===== config.mk =====
export PLATFORM = sky130hd
export DESIGN_NAME = fetch_mem_arbiter
export DESIGN_NICKNAME = d
export VERILOG_FILES = /design/src/rtl/fetch_mem_arbiter.sv
export SDC_FILE = /design/constraint.sdc
export NUM_CORES = 1
export LEC_CHECK = 0
export ABC_AREA = 1
export BUFFER_PORTS_ARGS = -buffer_cell sky130_fd_sc_hd__buf_2
export CAP_MARGIN = 15
export CORE_MARGIN = 8
export CORE_UTILIZATION = 45
export CTS_BUF_LIST = sky130_fd_sc_hd__clkbuf_4 sky130_fd_sc_hd__clkbuf_8 sky130_fd_sc_hd__clkbuf_16
export DETAILED_ROUTE_END_ITERATION = 12
export GPL_ROUTABILITY_DRIVEN = 0
export PLACE_DENSITY_LB_ADDON = 0.3
export SYNTH_ARGS = -nofsm -noshare
export SYNTH_HDL_FRONTEND = slang
export SYNTH_SLANG_ARGS = --single-unit

===== constraint.sdc =====
create_clock -name clk -period 5.05 [get_ports clk]
set_input_delay 0.505 -clock clk [delete_from_list [all_inputs] [get_ports clk]]
set_output_delay 0.505 -clock clk [all_outputs]
set_load 0.02 [all_outputs]

===== src/rtl/fetch_mem_arbiter.sv =====
// fetch_mem_arbiter: shares one single-ported unified memory between instruction fetch and data access.
// Latency: a grant registers the memory request; completion is combinational with mem_ack (1 cycle minimum).
// Backpressure: each requester sees StallF/StallM until its access completes; one transaction at a time.
module fetch_mem_arbiter #(
   parameter int ADDR_W     = 32,
   parameter int DATA_W     = 32,
   parameter int STARVE_MAX = 4
) (
   input  logic                clk,
   input  logic                rst,
   input  logic                flush,
   // fetch port
   input  logic                if_req,
   input  logic [ADDR_W-1:0]   if_addr,
   output logic [DATA_W-1:0]   if_rdata,
   output logic                if_valid,
   output logic                StallF,
   // data port
   input  logic                dm_req,
   input  logic                dm_we,
   input  logic [ADDR_W-1:0]   dm_addr,
   input  logic [DATA_W-1:0]   dm_wdata,
   input  logic [DATA_W/8-1:0] dm_be,
   output logic [DATA_W-1:0]   dm_rdata,
   output logic                dm_valid,
   output logic                StallM,
   // memory port
   output logic                mem_req,
   output logic                mem_we,
   output logic [ADDR_W-1:0]   mem_addr,
   output logic [DATA_W-1:0]   mem_wdata,
   output logic [DATA_W/8-1:0] mem_be,
   input  logic [DATA_W-1:0]   mem_rdata,
   input  logic                mem_ack
);

   localparam int         BE_W       = DATA_W / 8;
   localparam logic [3:0] STARVE_LIM = 4'(STARVE_MAX);

   typedef enum logic [1:0] {
      IDLE   = 2'd0,
      BUSY_I = 2'd1,
      BUSY_D = 2'd2
   } state_t;

   state_t     state;
   state_t     stateNext;
   logic [3:0] starveCnt;
   logic [3:0] starveNext;
   logic       kill;
   logic       killNext;
   logic       decide;
   logic       grantD;
   logic       grantI;

   // Read data is shared; each requester only looks at it with its own valid.
   assign if_rdata = mem_rdata;
   assign dm_rdata = mem_rdata;

   // Completion pulses; a fetch killed by a branch (now or earlier) never reports valid.
   assign if_valid = (state == BUSY_I) && mem_ack && !kill && !flush;
   assign dm_valid = (state == BUSY_D) && mem_ack;

   // A requester stalls until the cycle its access completes.
   assign StallF = if_req && !if_valid;
   assign StallM = dm_req && !dm_valid;

   // Next-state, grant selection, kill tracking and fetch-starvation counting.
   always_comb begin
      stateNext  = state;
      grantD     = 1'b0;
      grantI     = 1'b0;
      killNext   = kill;
      starveNext = starveCnt;
      // Decide when free, or back-to-back in the cycle the current access is acknowledged.
      decide     = (state == IDLE) || mem_ack;

      if (decide) begin
         if (dm_req && ((starveCnt < STARVE_LIM) || !if_req)) begin
            grantD = 1'b1;
         end else if (if_req && !flush) begin
            grantI = 1'b1;
         end

         if (grantD) begin
            stateNext = BUSY_D;
         end else if (grantI) begin
            stateNext = BUSY_I;
         end else begin
            stateNext = IDLE;
         end
      end

      // A branch during an outstanding fetch marks it dead; its ack is swallowed.
      if (state == BUSY_I) begin
         if (mem_ack) begin
            killNext = 1'b0;
         end else if (flush) begin
            killNext = 1'b1;
         end
      end

      // Count data grants that jumped ahead of a waiting fetch.
      if (!if_req || grantI) begin
         starveNext = 4'd0;
      end else if (grantD && (starveCnt != STARVE_LIM)) begin
         starveNext = starveCnt + 4'd1;
      end
   end

   // Arbiter state registers.
   always_ff @(posedge clk or posedge rst) begin
      if (rst) begin
         state     <= IDLE;
         kill      <= 1'b0;
         starveCnt <= 4'd0;
      end else begin
         state     <= stateNext;
         kill      <= killNext;
         starveCnt <= starveNext;
      end
   end

   // Memory request registers: loaded on a grant, held until the ack, request dropped when nothing wins.
   always_ff @(posedge clk or posedge rst) begin
      if (rst) begin
         mem_req   <= 1'b0;
         mem_we    <= 1'b0;
         mem_addr  <= '0;
         mem_wdata <= '0;
         mem_be    <= '0;
      end else if (decide) begin
         mem_req <= grantD || grantI;
         if (grantD) begin
            mem_we    <= dm_we;
            mem_addr  <= dm_addr;
            mem_wdata <= dm_wdata;
            mem_be    <= dm_be;
         end else if (grantI) begin
            mem_we   <= 1'b0;
            mem_addr <= if_addr;
            mem_be   <= {BE_W{1'b1}};
         end
      end
   end

endmodule

# Word-level counts from Yosys, hierarchy flattened
# Index checks and enable logic that the tools add are counted.
dict set report op_classes {
  add_sub_neg 1
  order_cmp 1
  n_eq_ne 3
  n_mux 19
  reduce_logical 25
}
# operator n
set op_table {}
lappend op_table {{32-bit two-way mux} 2}
lappend op_table {{4-bit two-way mux} 4}
lappend op_table {{1-bit two-way mux} 12}
lappend op_table {{1-bit logical AND} 9}
lappend op_table {{2-bit AND reduction} 3}
lappend op_table {{2-bit nonzero test} 3}
lappend op_table {{1-bit logical NOT} 5}
lappend op_table {{4-bit by 1-bit adder with 4-bit output (second input constant)} 1}
lappend op_table {{1-bit logical OR} 4}
lappend op_table {{4-bit by 3-bit less-than comparator with 1-bit output (second input constant)} 1}
lappend op_table {{4-bit by 3-bit inequality test with 1-bit output (second input constant)} 1}
lappend op_table {{2-bit by 1-bit == test with 1-bit output (second input constant)} 1}
lappend op_table {{2-bit == test (second input constant)} 1}
lappend op_table {{2-bit logical NOT} 1}
lappend op_table {{2-bit two-way mux} 1}
dict set report word_totals {
  register_bits 77
  inputBits 139
  out_inout_bits 138
}

# Longest topological paths before layout
dict set report depth {
  word_depth 9
  mapped_depth 9
  mapped_depth_nobuf 8
}

# Worst setup path after synthesis
# No wires, ideal clock.
dict set report synth_path {
  kind {input to output}
  start {input port mem_ack}
  end {output port StallF}
  arrival_ps 1341
  required_ps 4545
  slack_ps 3204
  stages 3
  cell_sequence {nand3_1 > nor3_1 > nor2_1}
}
dict set report synth_via {
  elab_chain_cells 5
}
# item line_no
set synth_lines {}
lappend synth_lines {{start: declaration} 34} ;# input logic mem_ack
lappend synth_lines {{1-bit logical AND (3 in a row)} 61} ;# assign if_valid = (state == BUSY_I) && mem_ack && !kill && !flush;
lappend synth_lines {{named net if_valid} 16} ;# output logic if_valid,
lappend synth_lines {{1-bit logical NOT} 65} ;# assign StallF = if_req && !if_valid;
lappend synth_lines {{1-bit logical AND} 65}
lappend synth_lines {{end: declaration} 17} ;# output logic StallF,
# The timed path passes the listed nets, and every way through them passes these cells.

# Worst setup path in the final report
dict set report layout_path {
  start {register starveCnt[2]}
  end {register mem_addr[29]}
}
dict set report layout_via {
  elab_chain_cells 8
  elab_cells_between_ends 12
}
# item line_no
set layout_lines {}
lappend layout_lines {{start: declaration} 48} ;# logic [3:0] starveCnt;
lappend layout_lines {{start signal: assignment} 120} ;# starveCnt <= starveNext;
lappend layout_lines {{4-bit by 3-bit less-than comparator with 1-bit output (*)} 79} ;# if (dm_req && ((starveCnt < STARVE_LIM) || !if_req)) begin
lappend layout_lines {{1-bit logical OR (*)} 79}
lappend layout_lines {{1-bit logical AND (*)} 79}
lappend layout_lines {{1-bit two-way mux} 79}
lappend layout_lines {{1-bit two-way mux (2 in a row)} 78} ;# if (decide) begin
lappend layout_lines {{2-bit nonzero test (no source line)} --}
lappend layout_lines {{2-bit AND reduction (no source line)} --}
lappend layout_lines {{end signal: assignment} 136} ;# mem_addr <= dm_addr;
lappend layout_lines {{end signal: assignment} 141} ;# mem_addr <= if_addr;
lappend layout_lines {{end: declaration} 30} ;# output logic [ADDR_W-1:0] mem_addr,
# Every way passes the cells marked *; elsewhere a longest branch is shown, timed or not. The select of a mux whose other input is x is not followed.
# A chain may end at the register's enable or synchronous reset.

==> out/qor.log <==
qor: setup_path.worst_ep_required_time 5.28 ns
qor: cts.root_buffer sky130_fd_sc_hd__clkbuf_8
qor: setup_path.critPathSlowestCell sky130_fd_sc_hd__nand2_4
qor: floorplanning.die_y 111 µm
qor: run.max_cap_viol_count 0
qor: routing.routed-wl-met3 1520 µm
qor: routing.wl_met1 4330 µm
qor: layout.post_route_cells_drive_above_1_share 0.323
qor: setup_path.worst-path-buf-inv 1
qor: layout.layout_common_cells sky130_fd_sc_hd__nand2_1 (236), sky130_fd_sc_hd__buf_2 (180), sky130_fd_sc_hd__dfrtp_1 (77)
qor: routing.dr.first_iter.drc_count 198
qor: grt.grt_pass1_vias 3740
qor: setup_path.critical_path.max_fanout 37
qor: synth.yosys_warnings 0
qor: power_and_ir_drop.peakVddDrop 0.185 mV
qor: cts.clk_latency 0.34 ns
qor: routing.routed_wirelength 11200 µm
qor: sta.timing.final.crit_share 0.469
qor: setup_path.crit_arrival 2.60 ns
qor: routing.num_vias 3616
qor: layout.area_growth_syn_to_layout 16.5%
qor: setup_path.crit_start starveCnt[2]
qor: grt.gr-total-overflow 0
qor: synth.synth.lib_cells_used.distinct 21
qor: sta.worst_slew_margin_rel 0.356
qor: cts.h-tree-depth 3
qor: layout.final_core_utilization 0.540
qor: cts.hold_buffer_count_at_cts 0
qor: sta.rsz0062_at_grt false
qor: sta.worst-slew-pin-transition 0.966 ns
qor: floorplanning.site_row_count 34
qor: sta.fin_hold_ws 0.380 ns
qor: layout.layout.filler_cells 832
qor: setup_path.crit-reg2reg-capture mem_addr[29]
qor: setup_path.worstSetupPathType reg2reg
qor: grt.grt_start_max_net_pins 78
qor: placement.hpwlAfterDp 8180 µm
qor: sta.finalMaxSlewViolations 0
qor: placement.numPortBuffers 180
qor: placement.dp_cells 729
qor: sta.finalWorstPathRequiredPeriod 2.37 ns
qor: setup_path.worst_setup_path_start_kind register
qor: floorplanning.core 0.00872 mm²
qor: synth.synth-seq-cells 77
qor: sta.final.setup.tns 0 ns
qor: floorplanning.ioPinCount 277
qor: cts.numClockSinks 77
qor: layout.final_cell_count_no_fill 745
qor: power_and_ir_drop.power.leakage 2.82 nW
qor: floorplanning.design.die.area 0.0123 mm²
qor: setup_path.crit_end mem_addr[29]
qor: sta.finClkSkew 0.0100 ns
qor: sta.clock.fmax 423 MHz
qor: layout.antenna_cells_inserted 0
qor: cts.cts-buffers-inserted 9
qor: setup_path.crit_cells 6
qor: layout.final_common_cell sky130_fd_sc_hd__nand2_1
qor: setup_path.timing.reg2reg.worst_path_depth 6
qor: routing.wl_met2 5070 µm
qor: routing.ant_nets 0
qor: power_and_ir_drop.total_power_after_layout 0.00177 W
qor: synth.number_of_nets_produced_by_synthesis 669
qor: setup_path.cp_common_cell sky130_fd_sc_hd__nand2_1
qor: setup_path.max_stage_delay 0.54 ns
qor: synth.avgSynthCellArea 7.66 µm²
qor: synth.post_synth_inst_count 528
qor: setup_path.timing.rr.start starveCnt[2]
qor: cts.postCtsSetupBuffers 0
qor: layout.num-nets-final 773
qor: synth.yosysSeqAreaShare 0.476
qor: sta.final_hold_viol_count 0
qor: cts.tritoncts built
qor: status.run_status complete, no violations
qor: worst_hold_path.hold_path.class in2reg
qor: routing.drt-wirelength-per-cell 15.0 µm
qor: setup_path.kind_of_cell_adding_the_most_delay_to_the_critical_path simple AND/OR/NAND/NOR gates
qor: floorplanning.floorplan.initialDensity 0.464
qor: routing.remaining_drc_errors 0
qor: grt.grt_antenna_before_repair 0
qor: setup_path.crit_chain o21ai_1 > nand3_2 > nand2_4 > inv_2 > nand2_1 > nand2_1
qor: routing.viasPerCell 4.85
qor: grt.gr-usage-all-layers 0.179
qor: cts.clock_pin_transition_on_the_worst_setup_and_hold_timing_paths 0.09 ns
qor: cts.maximum_clock_insertion_buffer_count 2
qor: synth.post_synth_instance_area 0.00404 mm²
qor: floorplanning.die_width 111 µm
qor: power_and_ir_drop.power_density 376 mW/mm²
qor: routing.top_layer_used met4
qor: setup_path.worst_setup_path_end_kind register
qor: setup_path.timing.reg2reg.setup_slack 2.68 ns
qor: sta.finalSetupViolCount 0
qor: cts.post_cts.resized_instances 0
qor: routing.pre_antenna_drt_iters 4
qor: grt.grt_first_pass_wirelength 18500 µm
## layout make-up
| class | count | area (µm²) | area share |
|---|---|---|---|
| sequential | 77 | 1930 | 0.409 |
| multi-input combinational | 345 | 1450 | 0.309 |
| timing repair buffer | 184 | 931 | 0.198 |
| clock buffer | 11 | 145 | 0.0308 |
| tap | 108 | 135 | 0.0287 |
| clock inverter | 5 | 60.1 | 0.0128 |
| inverter | 15 | 57.6 | 0.0122 |
## cell families after synthesis
kind of cell,Yosys count,synth area share
fa+ha+maj,2,0.00619
buf+inv,106,0.168
compound gates,8,0.0114
flops,77,0.476
simple gates,335,0.338
## registers in the layout, summed over array words and instances (netlist names)
signal and count:
kill 1, mem_addr 32, mem_be 4, mem_req 1
mem_wdata 32, mem_we 1, starveCnt 4, state 2
## synthesized netlist by cell type, drive strengths merged
cell type  instances  area share
dfrtp             77        0.48
nand2            237        0.22
buf               79        0.14
inv               15       0.014
nor3               2      0.0025
and2               1      0.0015
ha                 2      0.0062
o21bai             1      0.0019
a21oi              2      0.0025
nand4              3      0.0046
nand3             68       0.085
nor2              24       0.022
o21ai              5      0.0071
clkbuf            12       0.011
## power breakdown
part	switching [W]	leakage [nW]	total (W)	internal, W
Sequential	0.0000601	0.950	0.000780	0.000720
Clock	0.000225	0.103	0.000473	0.000248
Combinational	0.000346	1.77	0.000517	0.000171
Total	0.000631	2.82	0.00177	0.00114
## tightest hold or removal path, stage by stage
cell                      delay (ns)
sky130_fd_sc_hd__buf_2          0.07
sky130_fd_sc_hd__nand3_1        0.06
sky130_fd_sc_hd__nand2_1        0.05
## how the worst min path moves through the flow
stage,cells past startpoint,start,endpoint,slack (ns)
6_report,3,dm_wdata[12],mem_wdata[12],0.38
5_1_grt,3,dm_wdata[12],mem_wdata[12],0.37
4_1_cts,3,dm_wdata[22],mem_wdata[22],0.36
3_5_place_dp,2,mem_addr[0],mem_addr[0],0.46
3_3_place_gp,2,mem_wdata[17],mem_wdata[17],0.46
2_1_floorplan,2,kill,kill,0.49
## stage by stage
stage	area (µm²)	worst slack, ns
floorplan	4040	2.58
global placement	4500	2.64
detailed placement	4500	2.51
CTS	4710	2.64
global route	4710	2.42
finish	4710	2.68
## metal layers
layer / vias up / GRT usage
li1: 1780 / -
met1: 1624 / 0.199
met2: 184 / 0.279
met3: 28 / 0.0958
met4: 0 / 0.0775
met5: - / 0
(Power assumes the default switching activity.)
